$ cat config.mk
export PLATFORM = sky130hd
export DESIGN_NAME = load_store_unit
export DESIGN_NICKNAME = d
export VERILOG_FILES = /design/src/rtl/load_store_unit.sv
export SDC_FILE = /design/constraint.sdc
export NUM_CORES = 1
export LEC_CHECK = 0
export ABC_AREA = 1
export BUFFER_PORTS_ARGS = -buffer_cell sky130_fd_sc_hd__buf_2
export CAP_MARGIN = 20
export CORE_ASPECT_RATIO = 1.4
export CORE_MARGIN = 4
export CORE_UTILIZATION = 47
export DETAILED_ROUTE_END_ITERATION = 12
export PLACE_DENSITY = 0.78
export SYNTH_ARGS = -nofsm -noshare
export SYNTH_HDL_FRONTEND = slang
export SYNTH_SLANG_ARGS = --single-unit
$ cat constraint.sdc
create_clock -name clk -period 3.25 [get_ports clk]
set_clock_uncertainty 0.2 [all_clocks]
set_input_delay 0.1625 -clock clk [delete_from_list [all_inputs] [get_ports clk]]
set_output_delay 0.1625 -clock clk [all_outputs]
set_load 0.01 [all_outputs]
$ cat src/rtl/load_store_unit.sv
// load_store_unit: data-memory initiator handling B/H/W loads and stores with RMW and misalign checks
module load_store_unit #(
    parameter int SIZE = 12
) (
    input  logic            clk,
    input  logic            rst,
    input  logic            req,
    input  logic            we,
    input  logic [2:0]      funct3,
    input  logic [31:0]     addr,
    input  logic [31:0]     wdata,
    output logic [31:0]     rdata,
    output logic            busy,
    output logic            done,
    output logic            err,
    output logic [SIZE-1:0] mem_addr,
    output logic [31:0]     mem_dataW,
    input  logic [31:0]     mem_dataR,
    output logic            mem_memR,
    output logic            mem_memW
);
    typedef enum logic [2:0] {IDLE, RD, WR, RMW_RD, RMW_WR, DONE} state_t;
    state_t      state, next;
    logic [2:0]  f3_q;
    logic [1:0]  off_q;
    logic [15:0] wd_q;
    logic        accept, bad, addr_unused;
    logic [7:0]  lane_b;
    logic [15:0] lane_h;
    logic [31:0] ext, merged;

    assign accept      = state == IDLE && req;
    assign busy        = state != IDLE;
    assign addr_unused = ^addr[31:SIZE];
    assign bad = funct3 == 3'b011 || funct3[2:1] == 2'b11 || (we && funct3[2])
              || (funct3[1:0] == 2'b01 && addr[0]) || (funct3 == 3'b010 && addr[1:0] != 2'b00);

    // state register
    always_ff @(posedge clk or posedge rst) begin
        if (rst) state <= IDLE;
        else     state <= next;
    end

    // next-state: errors skip memory, SW writes directly, sub-word stores read first
    always_comb begin
        next = state;
        case (state)
            IDLE:    if (req) next = bad ? DONE : !we ? RD : funct3 == 3'b010 ? WR : RMW_RD;
            RD:      next = DONE;
            WR:      next = DONE;
            RMW_RD:  next = RMW_WR;
            RMW_WR:  next = DONE;
            DONE:    next = IDLE;
            default: next = IDLE;
        endcase
    end

    // lane extraction, load extension and sub-word store merge on the read word
    always_comb begin
        lane_b = mem_dataR[{off_q, 3'b000} +: 8];
        lane_h = off_q[1] ? mem_dataR[31:16] : mem_dataR[15:0];
        ext = f3_q == 3'b000 ? {{24{lane_b[7]}}, lane_b}
            : f3_q == 3'b100 ? {24'b0, lane_b}
            : f3_q == 3'b001 ? {{16{lane_h[15]}}, lane_h}
            : f3_q == 3'b101 ? {16'b0, lane_h}
            : mem_dataR;
        merged = f3_q[0] ? (off_q[1] ? {wd_q, mem_dataR[15:0]} : {mem_dataR[31:16], wd_q})
               : (mem_dataR & ~(32'hFF << {off_q, 3'b000})) | ({24'b0, wd_q[7:0]} << {off_q, 3'b000});
    end

    // registered outputs and request latches; strobes follow the next state so they never glitch
    always_ff @(posedge clk or posedge rst) begin
        if (rst) begin
            rdata     <= '0;
            mem_addr  <= '0;
            mem_dataW <= '0;
            done      <= 1'b0;
            err       <= 1'b0;
            mem_memR  <= 1'b0;
            mem_memW  <= 1'b0;
            f3_q      <= '0;
            off_q     <= '0;
            wd_q      <= '0;
        end else begin
            done     <= next == DONE;
            err      <= accept && bad;
            mem_memR <= next == RD || next == RMW_RD;
            mem_memW <= next == WR || next == RMW_WR;
            if (accept) begin
                f3_q     <= funct3;
                off_q    <= addr[1:0];
                wd_q     <= wdata[15:0];
                mem_addr <= {addr[SIZE-1:2], 2'b00};
                if (we) mem_dataW <= wdata;
            end
            if (state == RD) rdata <= ext;
            if (state == RMW_RD) mem_dataW <= merged;
        end
    end
endmodule

==> Word level (Yosys, flattened, before mapping) <==
Cells that the tools add are included.
W data, S select, Z words.
{ "word_totals": {"inputBits": 103, "register_bits": 102, "wordCells": 67} }
{ "op_classes": {"reduce_logical": 19, "bitwise_logic": 3, "n_shift": 3, "n_mux": 15, "n_eq_ne": 16} }
{ "ops": {"columns": ["op", "n"], "rows": [
  ["$mux W32", 9],
  ["$and A32 B32 Y32", 1],
  ["$not A32 Y32", 1],
  ["$or A32 B32 Y32", 1],
  ["$shiftx A32 B6 Y8", 1],
  ["$shl A8 B5 Y32", 1],
  ["$shl A8 B5 Y32 const A", 1],
  ["$eq A3 B2 Y1 const B", 6],
  ["$mux W16", 1],
  ["$eq A3 B3 Y1 const B", 5],
  ["$eq A3 B1 Y1 const B", 3],
  ["$pmux W3 S3", 1],
  ["$logic_not A3 Y1", 2],
  ["$logic_or A1 B1 Y1", 6],
  ["$mux W3", 2],
  ["$reduce_bool A2 Y1", 3],
  ["$logic_and A1 B1 Y1", 5],
  ["$reduce_bool A3 Y1", 1],
  ["$reduce_or A3 Y1", 1],
  ["$eq A2 B1 Y1 const B", 1],
  ["$eq A2 B2 Y1 const B", 1],
  ["$mux W2", 1],
  ["$reduce_and A2 Y1", 1],
  ["$mux W1", 1]
]} }

==> Longest topological paths before layout <==
{ "depth": {"depth_word": 10, "mapped_depth": 10, "mapped_depth_nobuf": 9} }

==> Least setup slack after synthesis <==
No wires, ideal clock.
{ "synth_timing": {"kind": "register -> register", "startpoint": "reg state[1]", "endpoint": "reg mem_dataW[27]", "arrival_time_ns": 1.321, "path_stages_with_launch": 8, "setup_ns": 0.126, "path_slack_ns": 1.603, "required_ns": 2.924, "cell_sequence": "dfrtp_1 > inv_2 > nand3_2 > nor2_4 > nand2_1 > clkbuf_1 > o21ai_0 > a21oi_1"} }
{ "synth_via": {"elab_chain_cells": 4, "word_cells_on_any_way": 7, "cone_classes": "eq/ne: 1; mux: 1; reduce/logical: 5"} }
{ "synth_lines": {"columns": ["element", "line", "rtl"], "rows": [
  ["start, declared", "23", "state_t state, next;"],
  ["start signal, assigned", "41", "else state <= next;"],
  ["$logic_not A3 Y1", "32", "assign accept = state == IDLE && req;"],
  ["$logic_and A1 B1 Y1", "32", null],
  ["$reduce_bool A2 Y1 (no source line)", null, null],
  ["$reduce_and A2 Y1 (no source line)", null, null],
  ["end signal, assigned", "94", "if (we) mem_dataW <= wdata;"],
  ["end signal, assigned", "97", "if (state == RMW_RD) mem_dataW <= merged;"],
  ["end, declared", "17", "output logic [31:0] mem_dataW,"]
]} }
Parallel ways exist; a longest one is shown, timed or not.
A chain may end at the register's enable or synchronous reset.

==> Final worst setup path <==
{ "layout_timing": {"startpoint": "reg off_q[1]", "endpoint": "reg rdata[26]"} }
{ "layout_via": {"elab_chain_cells": 4, "word_cells_on_any_way": 5, "cone_classes": "shift: 1; mux: 4"} }
{ "layout_lines": {"columns": ["element", "line", "rtl"], "rows": [
  ["start, declared", "25", "logic [1:0] off_q;"],
  ["start signal, assigned", "91", "off_q <= addr[1:0];"],
  ["parallel branches: the longest is 3 deep, another holds $shiftx A32 B6 Y8", null, null],
  ["$mux W32 *", "62", "ext = f3_q == 3'b000 ? {{24{lane_b[7]}}, lane_b}"],
  ["end signal, assigned", "96", "if (state == RD) rdata <= ext;"],
  ["end, declared", "12", "output logic [31:0] rdata,"]
]} }
Every way passes the cells marked *.

==> results.md <==
| Item | Reported | Unit |
|---|---|---|
| Filler-free cell count of the finished design | 1,153 | - |
| Placeable core region | 0.0119 | mm² |
| Via count of the first global-routing pass | 6,023 | - |
| Data arrival at the endpoint of the critical path | 2.48 | ns |
| Number of buffers and inverters on the critical path | 1 | - |
| Count of state elements after synthesis | 102 | - |
| Clock transition at the registers of the reported paths | 0.07 | ns |
| Clock period minus final worst setup slack | 2.46 | ns |
| Detailed placement HPWL | 13,200 | µm |
| Power density over cell area | 919 | mW/mm² |
| Post-route fraction of the period consumed by the critical path | 0.756 | - |
| Synthesized area divided by synthesized cell count | 7.09 | µm² |
| Leakage dissipation | 3.69 | nW |
| Area growth syn-to-layout | 29.5 | % |
| Kind of cell with the highest combined delay on the critical path | simple AND/OR/NAND/NOR gates | - |
| Synthesis Warnings | 0 | - |
| Global route overflow | 0 | - |
| Post-synthesis sequential area ratio | 0.443 | - |
| Startpoint type of the worst setup path | flop | - |
| Die footprint | 0.0141 | mm² |
| Clk Tree Root Cell | sky130_fd_sc_hd__clkbuf_16 | - |
| Worst setup slack after placement | 0.856 | ns |
| Required time of the critical path | 3.28 | ns |
| Number of maximum-capacitance constraint violations | 0 | - |
| Critical-path maximum fanout | 26 | - |
| Average wire per cell in the routed design | 16.6 | µm |
| Slew headroom | 0.505 | - |
| Worst-path cell chain | inv_2 -> nand2_2 -> nor2_1 -> a21oi_2 -> nand3_1 -> nand2_2 -> nand2_1 -> nand2_1 -> nand2_1 | - |
| Pin count of the biggest net entering global routing | 61 | - |
| Post-CTS setup buffers | 0 | - |
| Max H-tree Level | 3 | - |
| Count of pins on the block boundary | 184 | - |
| Unrepaired setup endpoints after global routing | no | - |
| First-pass GRT wire length | 30,600 | µm |
| 1st-iter DRT viols | 568 | - |
| Distinct cell type count after synthesis | 29 | - |
| Chip width | 102 | µm |
| Run status | finished clean | - |
| Maximum resistive drop on vdd | 0.441 | mV |
| Most frequent cells in the layout | sky130_fd_sc_hd__nand2_1 (204), sky130_fd_sc_hd__buf_2 (161), sky130_fd_sc_hd__o21ai_0 (120) | - |
| Post-detailed-route count of antenna-violating nets | 0 | - |
| Post-Route Setup TNS | 0 | ns |
| Most common cell after layout, fill and taps aside | sky130_fd_sc_hd__nand2_1 | - |
| Total power draw | 6.85 | mW |
| Number of iterations in the first detailed-routing pass | 6 | - |
| Stage delay of the slowest cell on the critical path | 0.68 | ns |
| Total Routing Usage GR | 0.274 | - |
| Via density per instance | 5.49 | - |
| Placed instance count | 1,081 | - |
| Fill cells | 1,086 | - |
| DR vias | 6,334 | - |
| Insertion delay of the later-clocked pin in the worst-skew pair | 0.35 | ns |
| Rows | 47 | - |
| Slew of the pin with the lowest slew margin | 0.742 | ns |
| Fmax | 407 | MHz |
| Routability congestion estimate from global placement | 0.930 | - |
| Critical path's slowest cell | sky130_fd_sc_hd__dfrtp_2 | - |
| Antenna violations before repair | 2 | - |
| Number of nets in the layout | 1,103 | - |
| Post-CTS Hold Buffers | 55 | - |
| Total CTS buffers | 9 | - |
| Wire length reported by the detailed router | 19,100 | µm |
| Cells after synthesis | 812 | - |
| Endpoint kind of the worst setup timing path | flop | - |
| Number of buffer cells added on primary ports | 161 | - |
| Final hold violation count | 0 | - |
| Storage cell area | 0.00255 | mm² |
| Most common cell on crit path | sky130_fd_sc_hd__nand2_1 | - |
| Smallest setup slack after layout | 0.794 | ns |
| Finish-stage setup viols | 0 | - |
| Worst setup path category | flop to flop | - |
| Number of gates given a new drive strength after cts | 0 | - |
| Starting density of the core | 0.482 | - |
| Footprint of the multi-input gates | 0.00273 | mm² |
| Ratio of cells with drive above 1 in the final layout | 0.206 | - |
| TritonCTS clock tree | yes | - |
| DRC viols | 0 | - |
| Hold Crit Class | primary input to flop | - |
| Number of clock sinks seen by CTS | 102 | - |
| Vertical die dimension | 139 | µm |
| Pins over their slew limit | 0 | - |
| Post-Synthesis Cell Area | 0.00576 | mm² |
| Largest buffer count on any clock path | 2 | - |
## where the power goes
group | leakage, nW | internal [mW] | switching [mW] | total [mW]
Clock | 0.135 | 0.615 | 0.470 | 1.09
Sequential | 1.22 | 1.89 | 0.377 | 2.26
Combinational | 2.34 | 1.23 | 2.27 | 3.50
Total | 3.69 | 3.73 | 3.12 | 6.85
## worst min-delay path, stage by stage
cell and delay [ns]:
sky130_fd_sc_hd__buf_2 0.08, sky130_fd_sc_hd__nand2_1 0.04, sky130_fd_sc_hd__o211ai_1 0.07, sky130_fd_sc_hd__a21oi_1 0.06, sky130_fd_sc_hd__nor2_1 0.08
## layout make-up
cell class,count,share of cell area
tap,147,0.0247
timing repair buffer,227,0.195
clock buffer,12,0.0331
antenna,2,0.000671
multi-input combinational,597,0.366
inverter,63,0.0321
sequential,102,0.343
clock inverter,3,0.00604
## metrics by stage
stage          hold WS, ns   util  cell area [µm²]
5_1_grt             0.0308  0.624             7450
3_3_place_gp         0.137  0.554             6610
3_5_place_dp         0.149  0.554             6610
4_1_cts            0.00548  0.624             7450
6_report           0.00368  0.624             7450
2_1_floorplan       0.0792      -             5760
## synthesized netlist by cell type (all sizes together)
cell type | count | area share
nand2 | 208 | 0.14
o21ai | 163 | 0.14
dfrtp | 102 | 0.44
a21oi | 86 | 0.075
nor2 | 80 | 0.055
inv | 62 | 0.040
clkbuf | 27 | 0.018
buf | 24 | 0.024
nand3 | 22 | 0.020
o211ai | 9 | 0.012
a21o | 8 | 0.010
o22ai | 8 | 0.0087
nor3 | 5 | 0.0052
nand4 | 3 | 0.0033
a21boi | 1 | 0.0013
a22oi | 1 | 0.0013
a31oi | 1 | 0.0011
clkinv | 1 | 0.00065
conb | 1 | 0.00065
## cell families after synthesis
logic type | share of synthesized area
and+or+nand+nor | 0.221
DFF | 0.443
other | 0.000652
buffers and inverters | 0.0828
AOI/OAI and AO/OA | 0.252
## metal layers
layer  up-vias  global-route usage  share of wire
met5         -                   0              0
met4         0               0.141          0.052
met1      2868               0.340           0.38
met3        72              0.0544          0.080
met2       335               0.445           0.49
li1       3059                   -              -
## path summary, 6_finish.rpt
check | startpoint | to | slack, ns | depth (start not counted)
min | mem_dataR[15] | mem_dataW[15] | 0.004 | 5
min reg2reg | rdata[24] | rdata[24] | 0.27 | 2
max | off_q[1] | rdata[26] | 0.79 | 9
max reg2reg | off_q[1] | rdata[26] | 0.79 | 9
min in group asynchronous | rst | state[1] | 0.28 | 3
max in group asynchronous | rst | rdata[22] | 1.87 | 4
## flip-flops by register name, summed over array words and instances (netlist names)
signal,flops
mem_dataW,32
rdata,32
f3_q,3
state,3
mem_memW,1
done,1
err,1
mem_addr,10
off_q,2
mem_memR,1
wd_q,16
Power figures use the tool's default switching activity.
